$ cat config.mk
export PLATFORM = sky130hd
export DESIGN_NAME = octal_capture_sequencer
export DESIGN_NICKNAME = d
export VERILOG_FILES = /design/src/rtl/octal_cap_pkg.sv /design/src/rtl/seq_down_counter.sv /design/src/rtl/octal_capture_sequencer.sv
export SDC_FILE = /design/constraint.sdc
export NUM_CORES = 1
export LEC_CHECK = 0
export ABC_AREA = 1
export CAP_MARGIN = 20
export CORE_ASPECT_RATIO = 1.2
export CORE_MARGIN = 3
export CORE_UTILIZATION = 59
export CTS_CLUSTER_SIZE = 12
export DETAILED_ROUTE_END_ITERATION = 6
export HOLD_SLACK_MARGIN = 0.08
export PLACE_DENSITY = 0.95
export SYNTH_ARGS = -nofsm -noshare
export SYNTH_HDL_FRONTEND = slang
export SYNTH_SLANG_ARGS = --single-unit
$ cat constraint.sdc
create_clock -name clk -period 3.4 [get_ports clk]
set_input_delay 0.68 -clock clk [delete_from_list [all_inputs] [get_ports clk]]
set_output_delay 0.68 -clock clk [all_outputs]
set_load 0.02 [all_outputs]
$ cat src/rtl/octal_cap_pkg.sv
// Shared types and constants for the octal ADC capture sequencer.
package octal_cap_pkg;

   typedef enum logic [2:0] {
      ST_IDLE,
      ST_WLOCK,
      ST_SETTLE,
      ST_CAPT,
      ST_NEXT,
      ST_DONE
   } state_t;

   localparam int NUM_PAIRS = 4;
   localparam int SEL_W     = 3;
   localparam int PAIR_W    = $clog2(NUM_PAIRS);

   // Fixed channel-pair select for a scan step: {odd channel, even channel}.
   function automatic logic [2*SEL_W-1:0] pair_sel(input logic [PAIR_W-1:0] idx);
      logic [SEL_W-1:0] even_ch;
      even_ch = {idx, 1'b0};
      return {even_ch | 3'b001, even_ch};
   endfunction

endpackage

$ cat src/rtl/seq_down_counter.sv
// Loadable down counter with synchronous clear and a zero flag.
module seq_down_counter #(
   parameter int W = 16
) (
   input  logic         clk,
   input  logic         rst_n,
   input  logic         clr,
   input  logic         load,
   input  logic [W-1:0] load_val,
   input  logic         en,
   output logic [W-1:0] count,
   output logic         zero
);

   logic [W-1:0] count_reg;

   always_ff @(posedge clk or negedge rst_n) begin
      if (!rst_n)
         count_reg <= '0;
      else if (clr)
         count_reg <= '0;
      else if (load)
         count_reg <= load_val;
      else if (en)
         count_reg <= count_reg - 1'b1;
   end

   assign count = count_reg;
   assign zero  = (count_reg == '0);

endmodule

$ cat src/rtl/octal_capture_sequencer.sv
// Acquisition controller for the octal LVDS ADC capture path.
// Define OCTAL_SEQ_SCAN_EN to step through all four channel pairs.
module octal_capture_sequencer
   import octal_cap_pkg::*;
#(
   parameter int CNT_W  = 16,
   parameter int SETTLE = 4
) (
   input  logic             clk,
   input  logic             rst_n,
   input  logic             start,
   input  logic             abort,
   input  logic             dco_locked,
   input  logic             fco_locked,
   input  logic [2:0]       sel_a,
   input  logic [2:0]       sel_b,
   input  logic [CNT_W-1:0] sample_count,
   input  logic             fifo_full,
   output logic             wren,
   output logic [5:0]       cntrl_bits,
   output logic             busy,
   output logic             done,
   output logic             lock_err,
   output logic             stalled,
   output logic [1:0]       pair_idx
);

`ifdef OCTAL_SEQ_SCAN_EN
   localparam logic SCAN_EN = 1'b1;
`else
   localparam logic SCAN_EN = 1'b0;
`endif

   localparam int SET_W = (SETTLE > 1) ? $clog2(SETTLE) : 1;

   state_t           state_reg;
   logic [CNT_W-1:0] len_reg;
   logic             capt_reg;
   logic [5:0]       cntrl_bits_reg;
   logic             busy_reg;
   logic             done_reg;
   logic             lock_err_reg;
   logic             stalled_reg;
   logic [1:0]       pair_idx_reg;

   logic             locks_ok;
   logic             wr_ok;
   logic             advance;
   logic             last_word;
   logic             cnt_clr;
   logic [SET_W-1:0] settle_count;
   logic             settle_zero;
   logic [CNT_W-1:0] rem_count;
   logic             rem_zero;

   assign locks_ok = dco_locked & fco_locked;
   // Registered capture enable, gated in the same cycle by backpressure and lock.
   assign wr_ok     = capt_reg & ~fifo_full & locks_ok;
   assign advance   = SCAN_EN && (pair_idx_reg != 2'(NUM_PAIRS - 1));
   assign last_word = (state_reg == ST_CAPT) && wr_ok && (rem_count == CNT_W'(1));
   assign cnt_clr   = abort || (state_reg == ST_IDLE);

   seq_down_counter #(.W(SET_W)) u_settle_cnt (
      .clk      (clk),
      .rst_n    (rst_n),
      .clr      (cnt_clr),
      .load     (locks_ok && ((state_reg == ST_WLOCK) || ((state_reg == ST_NEXT) && advance))),
      .load_val (SET_W'(SETTLE - 1)),
      .en       ((state_reg == ST_SETTLE) && (settle_count != '0)),
      .count    (settle_count),
      .zero     (settle_zero)
   );

   seq_down_counter #(.W(CNT_W)) u_sample_cnt (
      .clk      (clk),
      .rst_n    (rst_n),
      .clr      (cnt_clr),
      .load     ((state_reg == ST_SETTLE) && settle_zero && locks_ok),
      .load_val (len_reg),
      .en       ((state_reg == ST_CAPT) && wr_ok && !rem_zero),
      .count    (rem_count),
      .zero     (rem_zero)
   );

   always_ff @(posedge clk or negedge rst_n) begin
      if (!rst_n) begin
         state_reg      <= ST_IDLE;
         len_reg        <= '0;
         capt_reg       <= 1'b0;
         cntrl_bits_reg <= 6'b000_000;
         busy_reg       <= 1'b0;
         done_reg       <= 1'b0;
         lock_err_reg   <= 1'b0;
         stalled_reg    <= 1'b0;
         pair_idx_reg   <= 2'd0;
      end else begin
         done_reg <= 1'b0;
         if (abort) begin
            state_reg <= ST_IDLE;
            capt_reg  <= 1'b0;
            busy_reg  <= 1'b0;
         end else begin
            case (state_reg)
               ST_IDLE: begin
                  if (start) begin
                     len_reg      <= sample_count;
                     lock_err_reg <= 1'b0;
                     stalled_reg  <= 1'b0;
                     pair_idx_reg <= 2'd0;
                     busy_reg     <= 1'b1;
                     if (sample_count == '0) begin
                        state_reg <= ST_DONE;
                        done_reg  <= 1'b1;
                     end else begin
                        cntrl_bits_reg <= {sel_b, sel_a};
                        state_reg      <= ST_WLOCK;
                     end
                  end
               end
               ST_WLOCK: begin
                  if (locks_ok)
                     state_reg <= ST_SETTLE;
               end
               ST_SETTLE, ST_CAPT, ST_NEXT: begin
                  if (!locks_ok) begin
                     lock_err_reg <= 1'b1;
                     capt_reg     <= 1'b0;
                     busy_reg     <= 1'b0;
                     state_reg    <= ST_IDLE;
                  end else if (state_reg == ST_SETTLE) begin
                     if (settle_zero) begin
                        capt_reg  <= 1'b1;
                        state_reg <= ST_CAPT;
                     end
                  end else if (state_reg == ST_CAPT) begin
                     if (fifo_full)
                        stalled_reg <= 1'b1;
                     if (last_word) begin
                        capt_reg  <= 1'b0;
                        state_reg <= ST_NEXT;
                     end
                  end else if (advance) begin
                     pair_idx_reg   <= pair_idx_reg + 2'd1;
                     cntrl_bits_reg <= pair_sel(pair_idx_reg + 2'd1);
                     state_reg      <= ST_SETTLE;
                  end else begin
                     done_reg  <= 1'b1;
                     state_reg <= ST_DONE;
                  end
               end
               ST_DONE: begin
                  busy_reg  <= 1'b0;
                  state_reg <= ST_IDLE;
               end
               default: begin
                  capt_reg  <= 1'b0;
                  busy_reg  <= 1'b0;
                  state_reg <= ST_IDLE;
               end
            endcase
         end
      end
   end

   assign wren       = wr_ok;
   assign cntrl_bits = cntrl_bits_reg;
   assign busy       = busy_reg;
   assign done       = done_reg;
   assign lock_err   = lock_err_reg;
   assign stalled    = stalled_reg;
   assign pair_idx   = pair_idx_reg;

endmodule

Word level (Yosys, flattened, before mapping). Index checks and enable logic that the tools add are counted.

Flip-flop bits (word level): 48. Input port bits: 29. Logic and storage cells: 107. Output and inout port bits: 13.

Equality and inequality tests: 21. Bitwise logic cells: 6. Add/sub/neg operators: 2. Reductions and logical operators: 26. Muxes and demuxes: 42.

Operator list (number): 16-bit 2-to-1 mux (3); 16-bit zero test (2); 3-bit 2-to-1 mux (9); 1-bit 2-to-1 mux (21); 16-bit by 1-bit == test with 1-bit output, second input constant (1); 4-bit AND reduction (4); 16-bit by 1-bit subtractor with 16-bit output, second input constant (1); 5-bit inequality test, second input constant (3); 2-bit inequality test, second input constant (7); 3-bit inequality test, second input constant (3); 3-bit one-hot mux with 3 select lines (1); 1-bit one-hot mux with 2 select lines (4); 1-bit logical AND (7); 7-bit AND reduction (1); 3-bit by 2-bit == test with 1-bit output, second input constant (2); 3-bit == test, second input constant (2); 2-bit 2-to-1 mux (3); 6-bit inequality test, second input constant (1); 3-bit AND reduction (2); 3-bit nonzero test (2); 3-bit OR reduction (2); 2-bit nonzero test (2); 1-bit AND (3); 3-bit by 1-bit == test with 1-bit output, second input constant (1); 8 further kinds (10).

Longest topological paths before layout. Gate-level depths: netlist of run 1.

Word-level depth: 11. Depth in mapped cells: 12. Gate-level depth less buffers: 11.

Cells and area by module. From an unflattened synthesis of run 1, not the netlist that was laid out.

Cell total of the unflattened synthesis: 436. Area, all modules: 3019.1 um^2.

Modules (own cells, without submodules): octal_capture_sequencer (cells an instance 224, instances 1, seq. area each 750.7 um^2, area each 1644.1 um^2); seq_down_counter (u_sample_cnt) (cells an instance 193, instances 1, seq. area each 400.4 um^2, area each 1241.2 um^2); seq_down_counter (u_settle_cnt) (cells an instance 19, instances 1, seq. area each 50.0 um^2, area each 133.9 um^2).

Worst setup path before layout of run 1. Ideal clock, no wire load.

Path type: input to output. Start point: input dco_locked. End point: output wren. Data required time: 2.720 ns. Stages: 4. Path slack: 1.614 ns. Buffers on the path: 0. Arrival: 1.106 ns. Cell sequence: nand2_2 -> inv_1 -> nand3_1 -> inv_1.

Word-level cells in the longest chain between the ends: 2.

RTL lines: start, declared (RTL line octal_capture_sequencer.sv:13) `input logic dco_locked,`; 1-bit AND (RTL line octal_capture_sequencer.sv:56) `assign locks_ok = dco_locked & fco_locked;`; 1-bit AND (RTL line octal_capture_sequencer.sv:58) `assign wr_ok = capt_reg & ~fifo_full & locks_ok;`; end, declared (RTL line octal_capture_sequencer.sv:19) `output logic wren,`.

No other way between the ends.

Worst setup path after layout of run 1. Ends and elaborated chain as after synthesis.

==> results of run 1 <==
[logic make-up after synthesis]
kind of cell | Yosys count | share of synthesized area, %
other | 1 | 0.130
AND/OR/NAND/NOR | 260 | 38.6
adder cells (fa/ha/maj) | 3 | 1.30
AO/OA/AOI/OAI | 41 | 7.86
buffers and inverters | 62 | 10.1
XOR/XNOR | 1 | 0.304
flip-flops | 48 | 41.7
[metrics by stage]
stage | total power, W | cell area, µm² | worst slack, ns | cells
after global placement | 0.00177 | 3250 | 0.592 | 504
after floorplan | 0.00155 | 2890 | 1.61 | 417
final | 0.00228 | 3380 | 0.553 | 513
after global routing | 0.00245 | 3380 | 0.483 | 513
after detailed placement | 0.00182 | 3250 | 0.565 | 504
after CTS | 0.00227 | 3360 | 0.552 | 512
[synth_stat cells]
library cell  number  share of area [%]
clkinv_2           1               0.17
conb_1             1               0.13
ha_1               3                1.3
nand2_4            2               0.78
inv_1             44                5.7
nor2_2             5                1.1
xnor2_1            1               0.30
buf_4              3               0.78
o21ai_0            9                1.6
nand2_1          167                 22
nand3_1           28                4.9
nand3b_1           2               0.52
buf_2              1               0.17
dfrtp_1           48                 42
nand4_1            5                1.1
o21ai_1           20                3.5
nand2_2            4               0.87
nand3_2            1               0.35
nor2_1            40                5.2
nor3_1             1               0.17
a21oi_4            1               0.56
or2_2              1               0.22
a21oi_1            6                1.0
o31ai_1            1               0.26
a31oi_1            2               0.43
buf_6              6                2.3
o211ai_1           2               0.52
nor2_4             2               0.78
nor3_4             1               0.56
inv_2              7               0.91
nor3_2             1               0.35
[path summary, 6_finish.rpt]
kind                                             from                     end  slack, ns  cells after the start
worst min register to register               capt_reg                capt_reg       0.48                      2
min in group clk                             capt_reg                capt_reg       0.48                      2
max in group asynchronous                       rst_n   u_settle_cnt.count[0]       2.74                      2
worst max register to register  u_sample_cnt.count[0]  u_sample_cnt.count[10]       1.49                     10
worst max-delay path                       dco_locked                    wren       0.55                      6
worst min-delay path                            rst_n  u_sample_cnt.count[10]       0.19                      1
[worst max-delay path, delay by kind of cell]
family	cells	cell delay, ns
buf+inv	4	1.25
simple gates	2	0.24
[final cells by class]
cell class	count	share of cell area [%]
sequential	48	35.5
multi-input combinational	307	41.2
clock inverter	3	1.37
clock buffer	5	2.03
timing repair buffer	40	12.0
tap	58	2.14
inverter	52	5.81
[per-layer routing]
metal	vias up	wire length, µm	track usage, %
li1	1365	-	-
met1	1292	2730	27.7
met2	131	3540	45.2
met3	33	420	5.69
met4	0	237	13.0
met5	-	0	0
[power by group through the flow]
stage	sequential, W	clock [W]	combinational (W)
after floorplan	0.000887	0	0.000661
after CTS	0.000847	0.000429	0.000990
final	0.000852	0.000430	0.000999
after global routing	0.000867	0.000452	0.00113
after global placement	0.000842	0	0.000926
after detailed placement	0.000852	0	0.000972
==> impl_metrics.ini, run 1 <==
[global_route]
grt_max_degree = 49
grt_pass1_wl_mm = 11.6
grt-ovfl-total = 0
antenna_found_initial = 0
grt_pass1_vias = 2727
grtUsageTotal_pct = 25.0

[placement]
hpwl_mm = 4.81
finalWeightedCongestion = 1.01
portBuffers = 39

[timing]
hold_slack_ns = 0.191
period_share_pct = 83.7
final.setup.tns_ns = 0
fmax_ghz = 0.351
hold_viol = 0
tightest_slew_ns = 0.506
rsz0062_at_grt = no
final_max_slew_viol_count = 0
fin_crit_ns = 2.85
setup_viol = 0
max-slew-margin-rel_pct = 66.2
fin_skew_ns = 0.0110

[synthesis]
ys_seq_elements = 48
synth_cells = 416
ys_types = 31
syn_avg_cell_area_um2 = 6.93
syn-cell-area_um2 = 2880
yosys_warnings = 0
seq_area_frac_synth_pct = 41.7

[outcome]
status = completed

[floorplanning]
dieArea_um2 = 5760
initial_utilization_pct = 61.8
num_io_pins = 42
rows = 27
core_area_um2 = 4660
dieWidth_um = 69.8
die_h_um = 82.6

[cts]
hold_buffers = 0
cts.clk_slew.worst_paths_ns = 0.10
tritoncts = done
root_buffer = clkbuf_8
clock-sinks = 48
cts_setup_buffers = 0
clk_path_buf_depth = 2
cts_resized = 0
cts_buffers = 5
clk_latency_ns = 0.31
htree_levels = 2

[detailed_routing]
drtPass1Iterations = 5
first_iter_violations = 228
avgViaCountPerCell = 5.50
remaining_drc_errors = 0
route.detailed.wl_per_inst_um = 13.5
routed_wl_mm = 6.92
ant_nets = 0
via_count = 2821

[setup_path]
crit_slowest_cell = clkdlybuf4s50_1
cpPeakStageDelay_ns = 0.59
path_cells = clkdlybuf4s50_1 > nand2_2 > inv_1 > nand3_1 > inv_1 > clkdlybuf4s50_1
crit_type = in2out
critPathRequiredTime_ns = 2.72
cp_max_fo = 9
crit_path_start_kind = input port
end_kind = primary output
cp.arrival_ns = 2.17

[power]
switchingPower_w = 0.000942
p_int_w = 0.00134
p_leak_nw = 1.82
seq_power_share_pct = 37.3
irDropWorstVdd_mv = 0.478
switching_share_pct = 41.3
powerDensity_nw_per_um2 = 674
p_comb_share_pct = 43.8
pwr-share-clk_pct = 18.8

[final_layout]
drive_gt1_share_pct = 7.91
final_core_util_pct = 72.6
layout_commonest_cell = nand2_1
num-fill-cells = 333
multi_input_area_um2 = 1390
final_cell_mix = nand2_1 (167), dfrtp_1 (48), inv_1 (44), nor2_1 (40), clkdlybuf4s50_1 (38)
area.sequential_um2 = 1200
diodes = 0
final_nets = 486
area_delta_synth_final_pct = 17.4

[min_path]
worst_hold_path_type = in2async

[job]
drv_cap = 0
No activity file was read; power rests on OpenSTA's default activity.
==> run 2: changes to the inputs <==
--- a/config.mk
+++ b/config.mk
@@ -9,11 +9,11 @@
 export CAP_MARGIN = 20
 export CORE_ASPECT_RATIO = 1.2
 export CORE_MARGIN = 3
-export CORE_UTILIZATION = 59
+export CORE_UTILIZATION = 49
 export CTS_CLUSTER_SIZE = 12
 export DETAILED_ROUTE_END_ITERATION = 6
 export HOLD_SLACK_MARGIN = 0.08
-export PLACE_DENSITY = 0.95
+export PLACE_DENSITY = 0.85
 export SYNTH_ARGS = -nofsm -noshare
 export SYNTH_HDL_FRONTEND = slang
 export SYNTH_SLANG_ARGS = --single-unit
==> constraint.sdc (replaced) <==
create_clock -name clk -period 2.5 [get_ports clk]
set_input_delay 0.5 -clock clk [delete_from_list [all_inputs] [get_ports clk]]
set_output_delay 0.5 -clock clk [all_outputs]
set_load 0.02 [all_outputs]
==> run 2 against run 1 <==
Routed wire length is 6.8% lower. Final cell count rose by 4.5%. Via count fell by 6.7%. First-iteration DRC count decreased by 9.6%. Sequential share of layout area shrank 0.78 points. Flip-flop and latch count did not move. Clock skew down 0.0035 ns. Clock power rose by 58%. Core utilization is 9.4 points lower. Non-clock buffer count rose by 4.
==> impl_metrics.ini, run 2 (synthesized netlist as in run 1, its figures left out) <==
[outcome]
status = completed

[timing]
setup_viol = 0
tightest_slew_ns = 0.617
final.setup.tns_ns = 0
worst_slack_ns = 0.0949
final_max_slew_viol_count = 0
hold_viol = 0
rsz0062_at_grt = no
period_share_pct = 96.2
fin_skew_ns = 0.00745
max-slew-margin-rel_pct = 58.9
fin_crit_ns = 2.41
fmax_ghz = 0.416

[final_layout]
final_cell_mix = nand2_1 (167), dfrtp_1 (48), inv_1 (44), nor2_1 (40), clkdlybuf4s50_1 (38)
multi_input_area_um2 = 1390
final_nets = 490
drive_gt1_share_pct = 8.71
num-fill-cells = 465
layout_commonest_cell = nand2_1
area_delta_synth_final_pct = 20.1
area.sequential_um2 = 1200
diodes = 0

[setup_path]
critical_path.reg2reg.startpoint = u_sample_cnt.count[0]
critPathRequiredTime_ns = 2.00
reg2reg_slack_ns = 0.64
cp_max_fo = 3
end_kind = primary output
rr_worst_depth = 10
cp.arrival_ns = 1.91
crit_path_start_kind = input port
crit_type = in2out
reg2reg_to = u_sample_cnt.count[0]

[cts]
clk_latency_ns = 0.31
tritoncts = done
root_buffer = clkbuf_8
hold_buffers = 0
cts_buffers = 5
clock-sinks = 48
htree_levels = 2
cts.clk_slew.worst_paths_ns = 0.09
clk_path_buf_depth = 2
cts_setup_buffers = 0
cts_resized = 0

[min_path]
worst_hold_path_type = in2async

[power]
pwr-share-clk_pct = 21.5
switchingPower_w = 0.00123
power_w = 0.00316
seq_power_share_pct = 36.3
p_leak_nw = 1.85
switching_share_pct = 39.0
p_comb_share_pct = 42.1
p_int_w = 0.00193
irDropWorstVdd_mv = 0.661
powerDensity_nw_per_um2 = 914

[floorplanning]
initial_utilization_pct = 52.6
num_io_pins = 42
dieWidth_um = 76.0
dieArea_um2 = 6840
core_area_um2 = 5480
die_h_um = 90.0
rows = 29

[global_route]
grt_pass1_wl_mm = 11.3
grt_max_degree = 49
antenna_found_initial = 0
grtUsageTotal_pct = 19.6
grt-ovfl-total = 0
grt_pass1_vias = 2593

[detailed_routing]
remaining_drc_errors = 0
routed_wl_mm = 6.45
avgViaCountPerCell = 4.91
route.detailed.wl_per_inst_um = 12.0
ant_nets = 0
drtPass1Iterations = 4
first_iter_violations = 206
via_count = 2632

[job]
drv_cap = 0

[placement]
portBuffers = 39
hpwl_mm = 4.72
dpl_worst_slack_ns = 0.101
finalWeightedCongestion = 0.922
[run 2: cell count changes in the layout (fill, tap and decap cells not counted), sizes merged]
cell,change
clkinvlp,-1
bufinv,+1
buf,+4
[run 2: layout make-up]
| cell class | instances | share of cell area [%] |
|---|---|---|
| sequential | 48 | 34.7 |
| inverter | 52 | 5.68 |
| clock buffer | 5 | 1.99 |
| clock inverter | 3 | 1.99 |
| timing repair buffer | 44 | 12.6 |
| tap | 77 | 2.78 |
| multi-input combinational | 307 | 40.3 |
[run 2: per-stage QoR]
stage / util (%) / std cells / hold WS, ns / instance area, µm²
floorplan: - / 417 / 0.204 / 2890
global placement: 60.6 / 528 / 0.457 / 3320
detailed placement: 60.6 / 528 / 0.468 / 3320
CTS: 63.1 / 536 / 0.299 / 3460
global route: 63.1 / 536 / 0.326 / 3460
finish: 63.1 / 536 / 0.272 / 3460
[run 2: critical path, stage by stage]
cell             delay, ns
clkdlybuf4s50_1       0.49
nand2_2               0.06
inv_1                 0.08
nand3_1               0.11
inv_1                 0.07
clkdlybuf4s50_1       0.60
[run 2: worst max-delay path by stage]
stage	slack, ns	cells after the start	start	endpoint
final	0.09	6	fco_locked	wren
after global routing	0.009	6	fco_locked	wren
after CTS	0.09	6	fco_locked	wren
after detailed placement	0.10	6	fco_locked	wren
after global placement	0.10	6	fco_locked	wren
after floorplan	0.97	11	u_sample_cnt.count[0]	u_sample_cnt.count[8]
[run 2: layer usage]
metal  up-vias  track usage (%)  routed length, µm
li1       1374                -                  -
met1      1172             23.8               2830
met2        74             34.2               3170
met3        12             4.20                336
met4         0             7.10                118
met5         -                0                  0
[run 2: power groups by stage]
stage               logic [W]  clock network (W)  registers [W]
floorplan            0.000899                  0        0.00121
global placement      0.00129                  0        0.00115
detailed placement    0.00132                  0        0.00116
CTS                   0.00133           0.000700        0.00115
global route          0.00152           0.000726        0.00118
finish                0.00133           0.000681        0.00115
